<file path="config.mk">
export PLATFORM = sky130hd
export DESIGN_NAME = display_arbiter_flat
export DESIGN_NICKNAME = d
export VERILOG_FILES = /design/src/rtl/display_pkg.sv /design/src/rtl/display_arbiter_if.sv /design/src/rtl/hold_timer.sv /design/src/rtl/display_arbiter.sv /design/src/flat_wrapper.sv
export SDC_FILE = /design/constraint.sdc
export NUM_CORES = 1
export LEC_CHECK = 0
export BUFFER_PORTS_ARGS = -buffer_cell sky130_fd_sc_hd__buf_4
export CORE_MARGIN = 5
export CORE_UTILIZATION = 60
export DETAILED_ROUTE_END_ITERATION = 12
export GPL_TIMING_DRIVEN = 0
export HOLD_SLACK_MARGIN = 0.02
export PLACE_DENSITY_LB_ADDON = 0.25
export SLEW_MARGIN = 15
export SYNTH_ARGS = -nofsm -noshare
export SYNTH_HDL_FRONTEND = slang
export SYNTH_SLANG_ARGS = --single-unit
</file>
<file path="constraint.sdc">
create_clock -name clk_i -period 5.2 [get_ports clk_i]
set_input_delay 1.04 -clock clk_i [delete_from_list [all_inputs] [get_ports clk_i]]
set_output_delay 1.04 -clock clk_i [all_outputs]
set_load 0.01 [all_outputs]
</file>
<file path="src/rtl/display_pkg.sv">
// Shared types and constants for the seven-segment display arbiter.
// Each frame packs four {dp, hex[3:0]} digits, digit0 in the low bits.
package display_pkg;

   typedef enum logic [1:0] {
      IDLE  = 2'd0,
      SHOW0 = 2'd1,
      SHOW1 = 2'd2
   } state_t;

   localparam int FRAME_W = 20;
   localparam int DIGIT_W = 5;

   localparam logic [FRAME_W-1:0] IDLE_FRAME = 20'h0_0000;

   // One-hot owner indication for a given arbiter state.
   function automatic logic [1:0] grant_of(input state_t s);
      logic [1:0] g;
      g = 2'b00;
      case (s)
         SHOW0:   g = 2'b01;
         SHOW1:   g = 2'b10;
         default: g = 2'b00;
      endcase
      return g;
   endfunction

endpackage

</file>
<file path="src/rtl/display_arbiter_if.sv">
// Request/frame/grant bundle between the two display requesters and the arbiter.
// The master side is the requester pair; the slave side is the arbiter.
interface display_arbiter_if;
   import display_pkg::*;

   logic [1:0]         req_i;
   logic [FRAME_W-1:0] frame0_i;
   logic [FRAME_W-1:0] frame1_i;
   logic [1:0]         grant_o;
   logic [DIGIT_W-1:0] in0_o;
   logic [DIGIT_W-1:0] in1_o;
   logic [DIGIT_W-1:0] in2_o;
   logic [DIGIT_W-1:0] in3_o;

   modport master (
      output req_i, frame0_i, frame1_i,
      input  grant_o, in0_o, in1_o, in2_o, in3_o
   );

   modport slave (
      input  req_i, frame0_i, frame1_i,
      output grant_o, in0_o, in1_o, in2_o, in3_o
   );

endinterface

</file>
<file path="src/rtl/hold_timer.sv">
// Saturating ownership timer: counts cycles since the current grant started
// and flags when the minimum hold time has been served.
module hold_timer #(
   parameter int HOLD_CYCLES = 50_000_000
) (
   input  logic clk_i,
   input  logic rst_i,
   input  logic clr,
   input  logic en,
   output logic done
);

   localparam int CNT_W = $clog2(HOLD_CYCLES + 1);
   localparam logic [CNT_W-1:0] LAST_CNT = CNT_W'(HOLD_CYCLES - 1);

   logic [CNT_W-1:0] cnt;

   // Clear wins over count so a back-to-back owner switch restarts from zero.
   always_ff @(posedge clk_i) begin
      if (rst_i || clr) begin
         cnt <= '0;
      end else if (en && (cnt != LAST_CNT)) begin
         cnt <= cnt + 1'b1;
      end
   end

   assign done = (cnt == LAST_CNT);

endmodule

</file>
<file path="src/rtl/display_arbiter.sv">
// Round-robin owner of the four-digit display with a minimum hold time;
// registers the owner's frame and drives the scan driver digit inputs.
module display_arbiter
   import display_pkg::*;
#(
   parameter int HOLD_CYCLES = 50_000_000
) (
   input  logic              clk_i,
   input  logic              rst_i,
   display_arbiter_if.slave  bus
);

   state_t             state, state_n;
   logic               last, last_n;
   logic [FRAME_W-1:0] frame_p0, frame_n;
   logic [1:0]         grant_p0;
   logic               hold_clr;
   logic               hold_en;
   logic               hold_done;

   hold_timer #(
      .HOLD_CYCLES (HOLD_CYCLES)
   ) u_hold_timer (
      .clk_i (clk_i),
      .rst_i (rst_i),
      .clr   (hold_clr),
      .en    (hold_en),
      .done  (hold_done)
   );

   assign hold_en = (state != IDLE);

   // last = 1 means requester 1 was served most recently, so requester 0
   // wins the first simultaneous request after reset.
   always_ff @(posedge clk_i) begin
      if (rst_i) begin
         state    <= IDLE;
         last     <= 1'b1;
         frame_p0 <= IDLE_FRAME;
         grant_p0 <= 2'b00;
      end else begin
         state    <= state_n;
         last     <= last_n;
         frame_p0 <= frame_n;
         grant_p0 <= grant_of(state_n);
      end
   end

   always_comb begin
      state_n  = state;
      last_n   = last;
      frame_n  = frame_p0;
      hold_clr = 1'b0;
      unique case (state)
         IDLE: begin
            if ((bus.req_i == 2'b01) || ((bus.req_i == 2'b11) && last)) begin
               state_n  = SHOW0;
               frame_n  = bus.frame0_i;
               hold_clr = 1'b1;
            end else if ((bus.req_i == 2'b10) || ((bus.req_i == 2'b11) && !last)) begin
               state_n  = SHOW1;
               frame_n  = bus.frame1_i;
               hold_clr = 1'b1;
            end
         end
         SHOW0: begin
            if (hold_done && bus.req_i[1]) begin
               state_n  = SHOW1;
               last_n   = 1'b0;
               frame_n  = bus.frame1_i;
               hold_clr = 1'b1;
            end else if (bus.req_i[0]) begin
               frame_n = bus.frame0_i;
            end else if (hold_done) begin
               state_n = IDLE;
               last_n  = 1'b0;
               frame_n = IDLE_FRAME;
            end
         end
         SHOW1: begin
            // Mirror of SHOW0; a dropped request freezes the frame until hold expires.
            if (hold_done && bus.req_i[0]) begin
               state_n  = SHOW0;
               last_n   = 1'b1;
               frame_n  = bus.frame0_i;
               hold_clr = 1'b1;
            end else if (bus.req_i[1]) begin
               frame_n = bus.frame1_i;
            end else if (hold_done) begin
               state_n = IDLE;
               last_n  = 1'b1;
               frame_n = IDLE_FRAME;
            end
         end
         default: begin
            state_n = IDLE;
            frame_n = IDLE_FRAME;
         end
      endcase
   end

   assign bus.grant_o = grant_p0;
   assign bus.in0_o   = frame_p0[4:0];
   assign bus.in1_o   = frame_p0[9:5];
   assign bus.in2_o   = frame_p0[14:10];
   assign bus.in3_o   = frame_p0[19:15];

endmodule

</file>
<file path="src/flat_wrapper.sv">
// flat-port wrapper written by rule: the top's interface ports become plain ports
module display_arbiter_flat import display_pkg::*;
#(
   parameter int HOLD_CYCLES = 50_000_000
)
  (clk_i, rst_i, bus_req_i, bus_frame0_i, bus_frame1_i, bus_grant_o, bus_in0_o, bus_in1_o, bus_in2_o, bus_in3_o);
  display_arbiter_if bus_i ();
  input  logic clk_i;
  input  logic rst_i;
  input wire logic [$bits(bus_i.req_i)-1:0] bus_req_i;
  input wire logic [$bits(bus_i.frame0_i)-1:0] bus_frame0_i;
  input wire logic [$bits(bus_i.frame1_i)-1:0] bus_frame1_i;
  output wire logic [$bits(bus_i.grant_o)-1:0] bus_grant_o;
  output wire logic [$bits(bus_i.in0_o)-1:0] bus_in0_o;
  output wire logic [$bits(bus_i.in1_o)-1:0] bus_in1_o;
  output wire logic [$bits(bus_i.in2_o)-1:0] bus_in2_o;
  output wire logic [$bits(bus_i.in3_o)-1:0] bus_in3_o;
  assign bus_i.req_i = bus_req_i;
  assign bus_i.frame0_i = bus_frame0_i;
  assign bus_i.frame1_i = bus_frame1_i;
  assign bus_grant_o = bus_i.grant_o;
  assign bus_in0_o = bus_i.in0_o;
  assign bus_in1_o = bus_i.in1_o;
  assign bus_in2_o = bus_i.in2_o;
  assign bus_in3_o = bus_i.in3_o;
  display_arbiter #(.HOLD_CYCLES(HOLD_CYCLES)) u_core (.clk_i(clk_i), .rst_i(rst_i), .bus(bus_i));
endmodule
</file>
==> summary.md <==
| Metric | Value |
|---|---|
| Utilization after layout | 0.743 |
| Crit-path max FO | 10 |
| PD cells | 243 mW/mm^2 |
| Setup TNS | 0 ps |
| Top_reg_cell synth | dfxtp_1 |
| Warnings, synthesis | 0 |
| Number of global-route vias before repair | 3,572 |
| Status | completed |
| Worst VDD drop | 175 uV |
| Post-DP HPWL | 7.47 mm |
| Total GRT Usage | 0.271 |
| Layout cells sized above 1 | 0.262 |
| Power share of the combinational group | 0.325 |
| Register area | 0.00102 sq mm |
| Period utilization | 0.544 |
| Multi-input logic area | 0.00229 sq mm |
| Slowest cell on crit path | a2111oi_4 |
| CP delay by family, top | compound AO/OA/AOI/OAI gates |
| Crit. End Element | register |
| Syn Nets | 446 |
| HP Class | reg2reg |
| Clock power frac | 0.231 |
| Slew @ Worst Pin | 792 ps |
| CP Data Required Time | 5430 ps |
| Root Buffer | clkbuf_8 |
| Async SR Flop Fraction | 0 |
| First-pass GRT wire length | 16.7 mm |
| Post-layout nets | 517 |
| Max cap viols | 0 |
| Port buffer count | 64 |
| Internal power | 0.000675 W |
| Most frequent CP cell | buf_4 |
| Minimum clock period | 2830 ps |
| RePlAce Congestion | 0.944 |
| Worst-skew pair later-pin latency | 320 ps |
| Clk_skew | 8.24 ps |
| Row Count | 27 |
| FILL cells | 429 |
| CTS clk-pin slew, worst paths | 90 ps |
| CTS Hold Bufs | 0 |
| Final setup viols | 0 |
| Diode count | 0 |
| Vias per cell | 6.90 |
| Largest net degree at the start of global routing | 16 |
| Final Max Tran Viols | 0 |
| Max-slew headroom | 0.472 |
| CTS buffer count | 5 |
| Synth Register Bits | 51 |
| GRT Residual Overflow | 0 |
| Switch share | 0.333 |
| CTS tree | yes |
| P_sw | 0.000336 W |
| Syn Inst Count | 397 |
| Clock Sinks | 51 |
| Syn-to-layout area delta | 18.7% |
| CORE AREA | 0.00561 sq mm |
| Final instance area | 0.00417 sq mm |
| Syn avg cell area | 8.85 sq um |
| Distinct cells, synth | 60 |
| Register area share after synthesis | 0.291 |
| F_max | 353 MHz |
| Crit path buf inv count | 2 |
| Wire per inst | 19.2 um |
| Starting Density | 0.627 |
| Critical path arrival | 3060 ps |
| Mapped Area | 0.00351 sq mm |
| Die height | 86.5 um |
| # H-tree levels | 2 |
| Setup repair after global routing missed its margin | no |
| ANT nets after route | 0 |
| Placed inst area | 0.00408 sq mm |
| CTS Buffer Depth | 2 |
| # resized after CTS | 0 |
| Crit path largest cell delay | 790 ps |
| Leak Pwr | 1.53 nW |
| DRC viols | 0 |
| Initial antenna violation count | 0 |
| Post-CTS Setup Inserts | 0 |
| Critical path class | in2reg |
| Vias | 3,731 |
| Pre-Repair DR Iteration Count | 6 |
| Chip Width | 86.5 um |
| Starting DRT DRC Count | 328 |
| CP Launch Type | primary input |
| Cells along the critical path | buf_4, nor2_1, nand2_1, a2111oi_4, buf_4, o31ai_1, o211ai_1 |
| DIE AREA | 0.00749 sq mm |
| Ports | 66 |
| Final wirelength | 10.4 mm |
| Number of flops mapped to enable cells by yosys | 0 |
| Hold Vio Cnt, Final | 0 |
| Reg power frac | 0.444 |
-- state kept, by name (all words and copies together), names as in the netlist --
register / cells
u_core.u_hold_timer.cnt: 26
u_core.frame_p0: 20
u_core.last: 1
u_core.bus.grant_o: 2
u_core.state: 2
-- area by class of cell --
class                           instances  share of cell area
Multi-Input combinational cell        302               0.549
Clock buffer                            6              0.0174
Inverter                               12              0.0108
Tap cell                               72              0.0216
Sequential cell                        51               0.245
Clock inverter                          2             0.00300
Timing Repair Buffer                   64               0.115
Buffer                                 32              0.0381
-- Yosys cell counts, types with 6 or more instances --
master,n,share of area
o21ai_0,9,0.013
xnor2_1,23,0.057
a21oi_1,8,0.011
nor3_1,12,0.017
a32oi_1,20,0.050
o211ai_1,21,0.045
dfxtp_1,51,0.29
a32o_1,19,0.054
o31ai_1,19,0.041
clkbuf_1,16,0.017
a22oi_1,19,0.041
nand2_1,17,0.018
a211oi_1,6,0.013
inv_1,12,0.013
mux2_2,19,0.061
buf_2,7,0.010
nor2_1,36,0.038
nand3_1,8,0.011
nand4_1,8,0.014
-- metrics by stage --
step           std cells  hold slack (ps)  power, W  worst slack [ps]
6_report             541              498   0.00101              2370
5_1_grt              541              527   0.00105              2330
4_1_cts              541              501   0.00101              2480
3_5_place_dp         533              483  0.000779              2160
3_3_place_gp         533              476  0.000771              2210
2_1_floorplan        397              470  0.000649              2600
-- power by group through the flow --
stage                     logic (W)  clock network (W)  registers (W)
after detailed placement   0.000321                  0       0.000458
final                      0.000329           0.000233       0.000450
after global placement     0.000315                  0       0.000456
after floorplan            0.000181                  0       0.000468
after CTS                  0.000322           0.000236       0.000449
after global routing       0.000350           0.000251       0.000454
-- layer usage --
metal,global-route usage,share of wire,wire [um]
met5,0,0,0
met3,0.0580,0.098,1020
met4,0.103,0.026,265
met1,0.318,0.39,4010
met2,0.482,0.49,5080
-- cell usage in the layout (no fill, tap or decap), types with 19 or more instances in the layout --
| master | n |
|---|---|
| xnor2_1 | 23 |
| nor2_1 | 36 |
| buf_4 | 68 |
| o31ai_1 | 19 |
| a32oi_1 | 20 |
| a32o_1 | 19 |
| mux2_2 | 19 |
| a22oi_1 | 19 |
| o211ai_1 | 21 |
| dfxtp_1 | 51 |
-- worst min-delay path: stages, from the launching register on --
cell and delay, ps:
dfxtp_1 320, o31ai_1 60, o211ai_1 70
-- cells by family after synthesis --
group / synth area share
compound gates: 0.315
simple gates: 0.198
flops: 0.291
buf+inv: 0.0580
xor+xnor: 0.0598
mux: 0.0609
fa+ha+maj: 0.0178
-- path summary, 6_finish.rpt --
check | cells past startpoint | slack, ps | to | start
worst max-delay path | 7 | 2370 | u_core.frame_p0[13] | rst_i
worst min-delay path | 2 | 500 | u_core.frame_p0[19] | u_core.frame_p0[19]
worst max register to register | 8 | 2600 | u_core.frame_p0[13] | u_core.state[0]
worst min register to register | 2 | 500 | u_core.frame_p0[19] | u_core.frame_p0[19]
Power figures use the tool's default switching activity.
